[config.mk]
export PLATFORM = sky130hd
export DESIGN_NAME = rgb_pwm_decoder
export DESIGN_NICKNAME = d
export VERILOG_FILES = /design/src/rtl/rgb_pwm_decoder.sv
export SDC_FILE = /design/constraint.sdc
export NUM_CORES = 1
export LEC_CHECK = 0
export CORE_ASPECT_RATIO = 0.6
export CORE_MARGIN = 4
export CORE_UTILIZATION = 30
export CTS_BUF_LIST = sky130_fd_sc_hd__clkbuf_2 sky130_fd_sc_hd__clkbuf_4 sky130_fd_sc_hd__clkbuf_8
export CTS_CLUSTER_DIAMETER = 150
export DETAILED_ROUTE_END_ITERATION = 8
export HOLD_SLACK_MARGIN = 0.06
export PLACE_DENSITY = 0.51
export SKIP_CTS_REPAIR_TIMING = 1
export SLEW_MARGIN = 30
export SYNTH_ARGS = -nofsm -noshare
export SYNTH_HDL_FRONTEND = slang
export SYNTH_SLANG_ARGS = --single-unit
[constraint.sdc]
create_clock -name clk -period 4.3 [get_ports clk]
set_input_delay 1.29 -clock clk [delete_from_list [all_inputs] [get_ports clk]]
set_output_delay 1.29 -clock clk [all_outputs]
set_load 0.01 [all_outputs]
[src/rtl/rgb_pwm_decoder.sv]
// rgb_pwm_decoder: loopback monitor that recovers the 24-bit colour from the
// three PWM LED drives by counting high samples over free-running 256-cycle
// windows, accepts a colour once it repeats for STABLE_FRAMES windows, and
// reports its one-hot palette match.
module rgb_pwm_decoder #(
  parameter int STABLE_FRAMES = 2
) (
  input  logic        clk,
  input  logic        rst,
  input  logic        pwm_r,
  input  logic        pwm_g,
  input  logic        pwm_b,
  output logic [23:0] color,
  output logic        color_valid,
  output logic [7:0]  color_code,
  output logic        color_upd,
  output logic        frame_done
);

  localparam logic [3:0] MATCH_MAX = 4'(STABLE_FRAMES - 1);
  localparam bit         SINGLE    = (STABLE_FRAMES == 1);

  logic        m_r, m_g, m_b;
  logic        s_r, s_g, s_b;
  logic [7:0]  win;
  logic [8:0]  acc_r, acc_g, acc_b;
  logic [23:0] prev;
  logic [3:0]  match;

  logic [23:0] w;
  logic        eq;
  logic        accept;
  logic [3:0]  match_nxt;
  logic [7:0]  code_w;

  // Final sample of the window is folded in here; 256 highs saturates to FF.
  function automatic logic [7:0] sat_add(input logic [8:0] a, input logic s);
    logic [9:0] sum;
    sum = {1'b0, a} + {9'd0, s};
    sat_add = (sum > 10'd255) ? 8'hFF : sum[7:0];
  endfunction

  function automatic logic [7:0] palette(input logic [23:0] c);
    case (c)
      24'hFF0000: palette = 8'h01;
      24'hFF6600: palette = 8'h02;
      24'hFFFF00: palette = 8'h04;
      24'h00FF00: palette = 8'h08;
      24'h0000FF: palette = 8'h10;
      24'h000080: palette = 8'h20;
      24'h800080: palette = 8'h40;
      24'hFFFFFF: palette = 8'h80;
      default:    palette = 8'h00;
    endcase
  endfunction

  // Window value, stability decision and palette lookup at window close.
  always_comb begin
    w         = {sat_add(acc_r, s_r), sat_add(acc_g, s_g), sat_add(acc_b, s_b)};
    eq        = (w == prev);
    match_nxt = !eq ? 4'd0 : ((match >= MATCH_MAX) ? MATCH_MAX : match + 4'd1);
    accept    = SINGLE || (eq && (({1'b0, match} + 5'd1) >= {1'b0, MATCH_MAX}));
    code_w    = palette(w);
  end

  assign frame_done = (win == 8'hFF);

  // Two-flop synchroniser on each PWM drive.
  always_ff @(posedge clk or negedge rst) begin
    if (!rst) begin
      {m_r, m_g, m_b} <= 3'b000;
      {s_r, s_g, s_b} <= 3'b000;
    end else begin
      {m_r, m_g, m_b} <= {pwm_r, pwm_g, pwm_b};
      {s_r, s_g, s_b} <= {m_r, m_g, m_b};
    end
  end

  // Window counter, accumulators, stability tracking and colour outputs.
  always_ff @(posedge clk or negedge rst) begin
    if (!rst) begin
      win         <= 8'd0;
      acc_r       <= 9'd0;
      acc_g       <= 9'd0;
      acc_b       <= 9'd0;
      prev        <= 24'd0;
      match       <= 4'd0;
      color       <= 24'd0;
      color_valid <= 1'b0;
      color_code  <= 8'd0;
      color_upd   <= 1'b0;
    end else begin
      win       <= win + 8'd1;
      color_upd <= 1'b0;
      if (win == 8'hFF) begin
        acc_r <= 9'd0;
        acc_g <= 9'd0;
        acc_b <= 9'd0;
        prev  <= w;
        match <= match_nxt;
        if (accept) begin
          color       <= w;
          color_valid <= 1'b1;
          color_code  <= code_w;
          color_upd   <= (w != color) || !color_valid;
        end
      end else begin
        acc_r <= acc_r + {8'd0, s_r};
        acc_g <= acc_g + {8'd0, s_g};
        acc_b <= acc_b + {8'd0, s_b};
      end
    end
  end

endmodule

# Yosys cells after proc, flatten, opt, wreduce, memory -nomap -nowiden
# Index checks and enable logic that the tools add are counted.
[word_totals]
regBits = 103
latchBits = 0
mem_bits_rw = 0
romBits = 0
in_bits = 5
out_inout_bits = 35
wordCells = 56
mem_count = 0
[op_classes]
n_addsub = 9
multipliers = 0
div_mod_pow = 0
order_cmp = 5
n_eq_ne = 11
shift = 0
n_mux = 11
bitwise_logic = 0
n_reduce_logical = 4
[op_table]
columns = ["operator", "count"]
rows = [
  ["== test 24 bit, second input constant", 5],
  ["one-hot mux 8 bit (8 select lines)", 1],
  ["== test 24 x 8 -> 1 bit, second input constant", 2],
  ["adder 9 x 1 -> 10 bit", 3],
  ["greater-than comparator 10 x 8 -> 1 bit, second input constant", 3],
  ["adder 9 x 1 -> 9 bit", 3],
  ["two-way mux 9 bit", 3],
  ["== test 24 x 16 -> 1 bit, second input constant", 1],
  ["== test 24 bit", 1],
  ["two-way mux 8 bit", 3],
  ["!= test 24 bit", 1],
  ["adder 8 x 1 -> 8 bit, second input constant", 1],
  ["== test 8 bit, second input constant", 1],
  ["two-way mux 4 bit", 2],
  ["adder 4 x 1 -> 5 bit, second input constant", 1],
  [">= comparator 5 x 1 -> 1 bit, second input constant", 1],
  ["adder 4 x 1 -> 4 bit, second input constant", 1],
  [">= comparator 4 x 1 -> 1 bit, second input constant", 1],
  ["two-way mux 1 bit", 2],
  ["AND reduction 2 bit", 1],
  ["logical AND 1 bit", 1],
  ["logical NOT 1 bit", 1],
  ["logical OR 1 bit", 1],
]

# Longest topological paths before layout
[logic_depth]
word_depth = 7
mapped_depth = 15
mapped_depth_nobuf = 10

# Least setup slack after synthesis
# OpenSTA, ideal clock, no wires.
[synth_path]
path_kind = "register to register"
startpoint = "register s_r"
endpoint = "register color[6]"
setup_ns = 0.128
t_arrival_ns = 3.089
t_required_ns = 4.172
slack_ns = 1.084
stages_incl_launch_ff = 14
n_path_buf = 3
synth_period_minus_slack_ns = 3.216
cell_sequence = "dfrtp_1 -> ha_1 -> ha_1 -> buf_2 -> and3_1 -> buf_2 -> and3_1 -> o311a_1 -> xnor2_1 -> and4_1 -> nand4_1 -> nor3_4 -> buf_6 -> mux2_1"
[synth_between]
elab_chain_cells = 6
[synth_lines]
columns = ["item", "line_no", "text"]
rows = [
  ["start, declared", "24", "logic s_r, s_g, s_b;"],
  ["start signal, assigned", "75", "{s_r, s_g, s_b} <= {m_r, m_g, m_b};"],
  ["adder 9 x 1 -> 10 bit (*)", "39", "sum = {1'b0, a} + {9'd0, s};"],
  ["greater-than comparator 10 x 8 -> 1 bit", "40", "sat_add = (sum > 10'd255) ? 8'hFF : sum[7:0];"],
  ["two-way mux 8 bit (*)", "40", ""],
  ["== test 24 bit (*)", "60", "eq = (w == prev);"],
  ["logical AND 1 bit (*)", "62", "accept = SINGLE || (eq && (({1'b0, match} + 5'd1) >= {1'b0, MATCH_MAX}));"],
  ["AND reduction 2 bit (no line) (*)", "--", ""],
  ["end signal, assigned", "102", "color <= w;"],
  ["end, declared", "13", "output logic [23:0] color,"],
]
# Mark *: on every way between the ends. The rest lies on a longest branch, timed or not.
# A chain may end at the register's enable or synchronous reset.

# Final worst setup path
[layout_path]
startpoint = "register s_r"
endpoint = "register color_code[4]"
[layout_between]
elab_chain_cells = 6
elab_cells_between_ends = 15
classes_between = "add/sub: 1; order compare: 1; eq/ne: 9; mux: 2; reduce/logical: 2"
[layout_lines]
columns = ["item", "line_no", "text"]
rows = [
  ["adder 9 x 1 -> 10 bit (*)", "39", ""],
  ["greater-than comparator 10 x 8 -> 1 bit", "40", ""],
  ["two-way mux 8 bit (*)", "40", ""],
  ["branches (longest 3 deep; another with == test 24 bit)", "--", ""],
  ["end signal, assigned", "104", "color_code <= code_w;"],
  ["end, declared", "15", "output logic [7:0] color_code,"],
]
# Every way passes the cells marked *.

==> results by group <==
Synth
  • Unique cell type count in the Yosys netlist: 71
  • Cell accounting for the most synthesized area: sky130_fd_sc_hd__dfrtp_1
  • Synth Warn #: 0
  • Number of instances in the synthesized netlist: 618
  • Dominant combinational cell family by area after synthesis: simple AND/OR/NAND/NOR gates
  • Commonest register cell after synthesis: sky130_fd_sc_hd__dfrtp_1
  • Proportion of synthesized chip area in sequential cells: 0.433
  • Area share of fa/ha/maj cells after synthesis: 0.0273
  • FFs w/ async S/R, synth: 1.00
  • Count leader, synth: sky130_fd_sc_hd__dfrtp_1
  • Synthesis-stage register bit count: 103
  • Syn avg cell area: 9.62 sq um
  • Post-synthesis net count: 636
  • Synthesized-area fraction occupied by xor and xnor cells: 0.106
  • Proportion of synthesized area in mux cells: 0.0675
  • Area share of and/or/nand/nor cells after synthesis: 0.215
  • Post-synthesis compound-gate area fraction: 0.107
  • EDFF count, synth: 0
  • Synth top area share: 0.433
  • Top post-synthesis cells by count: sky130_fd_sc_hd__dfrtp_1, sky130_fd_sc_hd__nor2_1, sky130_fd_sc_hd__nand2_1, sky130_fd_sc_hd__xnor2_1, sky130_fd_sc_hd__nand3_1
  • Leading post-synthesis cells by cell area: sky130_fd_sc_hd__dfrtp_1, sky130_fd_sc_hd__xnor2_1, sky130_fd_sc_hd__nor2_1
  • Syn Std Cell Area: 0.00595 sq mm

Clock tree
  • Number of clock buffers inserted by TritonCTS: 9
  • Clock tree from TritonCTS: done
  • Total number of H-tree levels: 3
  • Clock sink count: 103
  • Worst skew pair latency: 0.37 ns
  • Clock tree root buffer cell: sky130_fd_sc_hd__clkbuf_8
  • Maximum number of buffers from clock root to sink: 2
  • Clock edge transition at the registers on the reported setup and hold paths: 0.11 ns

Setup path
  • Most frequent cell on the critical path: sky130_fd_sc_hd__ha_1
  • Critical Path Source: s_r
  • Crit path cell chain: ha_1, ha_1, nand3_1, nor4_2, or2_0, nor4_1, or4_1, nand4_1, nor3_4, buf_4, mux2_1
  • Endpoint required time on the critical path: 4.56 ns
  • Data arrival time at the worst-slack endpoint: 4.23 ns
  • Category of the worst setup path launch point: register
  • Critical setup path kind: reg2reg
  • Largest fanout of any net on the critical path: 24
  • Crit path buf inv count: 1
  • Category of the worst setup path capture point: register
  • Worst stage delay on the critical path: 0.73 ns
  • Beginning of the worst register-to-register path: s_r
  • R2R Setup Slk: 0.33 ns
  • Cell family with the largest share of critical-path delay: simple AND/OR/NAND/NOR gates
  • Max stage delay cell, worst path: sky130_fd_sc_hd__or2_0

GRT
  • Met1 Usage GRT: 0.240
  • Met3 global-route usage: 0.0379
  • Remaining global-route overflow: 0
  • Via count of the first global-routing pass: 4487
  • Most crowded layer after global routing: met1
  • Global routing usage summed across all routing layers: 0.149
  • Met2 track utilization from global routing: 0.202
  • Largest net degree at the start of global routing: 61
  • Wire length of the first global-routing pass: 26000 microns
  • Initial antenna violation count: 0

Placement
  • Number of port buffers: 39
  • Final estimated routing congestion in global placement: 0.887
  • DPL Wire Length: 12200 microns

STA
  • Total count of hold-check failures in the final report: 0
  • Setup repair after global routing missed its margin: no
  • Max-Slew Margin vs Limit: 0.416
  • Post-Route Setup TNS: 0 ns
  • Number of setup violations in the final report: 0
  • Clock period minus final worst setup slack: 3.97 ns
  • Share of the cycle needed by the critical path after routing: 0.923
  • Slew Viols, Final: 0
  • Worst Clk Skew: 0.0147 ns
  • Max Clk Rate: 252 MHz
  • Worst hold slack across all endpoints: 0.359 ns
  • Worst Tran Pin Value: 0.864 ns

Routing
  • Remaining DRCs: 0
  • Drt via density: 5.19
  • Number of search-and-repair iterations in the first detailed-routing pass: 5
  • Final routed wirelength across all metal layers: 16300 microns
  • DRT antenna net count: 0
  • Average wire length per cell after detail routing: 17.9 microns
  • Vias post-DR: 4726
  • Initial drt markers: 443

Layout
  • Layout cells sized above 1: 0.0682
  • Fin nets: 658
  • Number of filler instances in the final layout: 1949
  • Final Util: 0.350
  • Diode count: 0
  • Synth-to-layout area growth: 13.2%

Die
  • Floorplan die height: 117 microns
  • Effective utilization at floorplan: 0.309
  • Core Region: 0.0192 sq mm
  • Die boundary width: 190 microns
  • Die area: 0.0222 sq mm
  • Std-Cell Rows: 39
  • Number of top-level pins: 40

Pwr
  • Static Leakage: 0.00285 uW
  • Largest voltage drop on the vdd net: 0.205 mV
  • Ratio of total power to cell area: 457 mW/mm^2

Run status
  • Outcome: finished clean

Min path
  • Type of the tightest min-delay check: reg2reg
  • Startpoint of the most critical hold path: m_r

Flow run
  • Number of violations of the max-capacitance limit: 0
[state kept, by name (all words and copies together), names as in the netlist, 4 cells and up]
| signal | count |
|---|---|
| color | 24 |
| acc_b | 9 |
| color_code | 8 |
| acc_g | 9 |
| win | 8 |
| acc_r | 9 |
| match | 4 |
| prev | 24 |
[area by class of cell]
type	count	area [sq um]	area share
repair buffers	48	455	0.0676
multi-input cells	458	3110	0.461
clock buffers	10	138	0.0204
flip-flops and latches	103	2580	0.383
well taps	266	333	0.0494
inverters	20	75.1	0.0111
clock inverters	6	51.3	0.00762
[metal layers]
metal	part of all wire	wire (microns)
met5	0	0
met4	0.0023	38
met3	0.073	1200
met2	0.39	6370
met1	0.53	8740
[stage by stage]
stage | std cells | power (uW) | worst slack [ns] | area, sq um
floorplan | 618 | 2110 | 1.08 | 5950
global placement | 895 | 2450 | 0.549 | 6550
detailed placement | 895 | 2460 | 0.365 | 6550
CTS | 911 | 3090 | 0.344 | 6740
global route | 911 | 3290 | 0.00818 | 6740
finish | 911 | 3080 | 0.330 | 6740
[path summary, 6_finish.rpt]
check / to / cells past startpoint
min reg2reg: s_r / 0
max in group asynchronous: acc_b[5] / 2
max: color_code[4] / 11
max reg2reg: color_code[4] / 11
min: s_r / 0
min in group asynchronous: m_r / 1
[where the power goes]
| part | internal (uW) | leakage (uW) | switching (uW) | total [uW] |
|---|---|---|---|---|
| combinational | 469 | 0.00138 | 763 | 1230 |
| sequential | 1060 | 0.00138 | 169 | 1230 |
| clock | 238 | 0.0000996 | 378 | 616 |
| total | 1770 | 0.00285 | 1310 | 3080 |
[worst reg2reg max path: stages, from the launching register on]
cell	delay (ns)
sky130_fd_sc_hd__dfrtp_1	0.35
sky130_fd_sc_hd__ha_1	0.24
sky130_fd_sc_hd__ha_1	0.33
sky130_fd_sc_hd__nand3_1	0.23
sky130_fd_sc_hd__nor4_2	0.44
sky130_fd_sc_hd__or2_0	0.73
sky130_fd_sc_hd__nor4_1	0.14
sky130_fd_sc_hd__or4_1	0.56
sky130_fd_sc_hd__nand4_1	0.16
sky130_fd_sc_hd__nor3_4	0.07
sky130_fd_sc_hd__buf_4	0.26
sky130_fd_sc_hd__mux2_1	0.37
[cells in the final DEF (no fill, tap or decap), types with 6 or more instances in the layout]
cell / netlist / routed
sky130_fd_sc_hd__a21oi_1: 9 / 9
sky130_fd_sc_hd__nor4_1: 13 / 13
sky130_fd_sc_hd__clkbuf_8: 0 / 10
sky130_fd_sc_hd__o21ai_0: 22 / 22
sky130_fd_sc_hd__and4_1: 6 / 6
sky130_fd_sc_hd__ha_1: 13 / 13
sky130_fd_sc_hd__and2_1: 9 / 9
sky130_fd_sc_hd__clkdlybuf4s50_1: 0 / 38
sky130_fd_sc_hd__mux2_2: 6 / 6
sky130_fd_sc_hd__nand2_1: 55 / 55
sky130_fd_sc_hd__and3_1: 15 / 15
sky130_fd_sc_hd__inv_1: 20 / 20
sky130_fd_sc_hd__buf_4: 2 / 10
sky130_fd_sc_hd__nor3_1: 14 / 14
sky130_fd_sc_hd__or4_1: 8 / 8
sky130_fd_sc_hd__nand3_1: 34 / 34
sky130_fd_sc_hd__nand4_1: 11 / 11
sky130_fd_sc_hd__xor2_1: 17 / 17
sky130_fd_sc_hd__xnor2_1: 51 / 51
sky130_fd_sc_hd__a31oi_1: 8 / 8
sky130_fd_sc_hd__dfrtp_1: 103 / 103
sky130_fd_sc_hd__mux2i_1: 12 / 12
sky130_fd_sc_hd__nor2_1: 58 / 58
sky130_fd_sc_hd__mux2_1: 19 / 19
[cells by family after synthesis]
family                   after synthesis
AND/OR/NAND/NOR                      248
adder cells (fa/ha/maj)               13
XOR/XNOR                              70
flip-flops                           103
AO/OA/AOI/OAI                         90
buffers and inverters                 57
multiplexers                          37
Power figures use the tool's default switching activity.
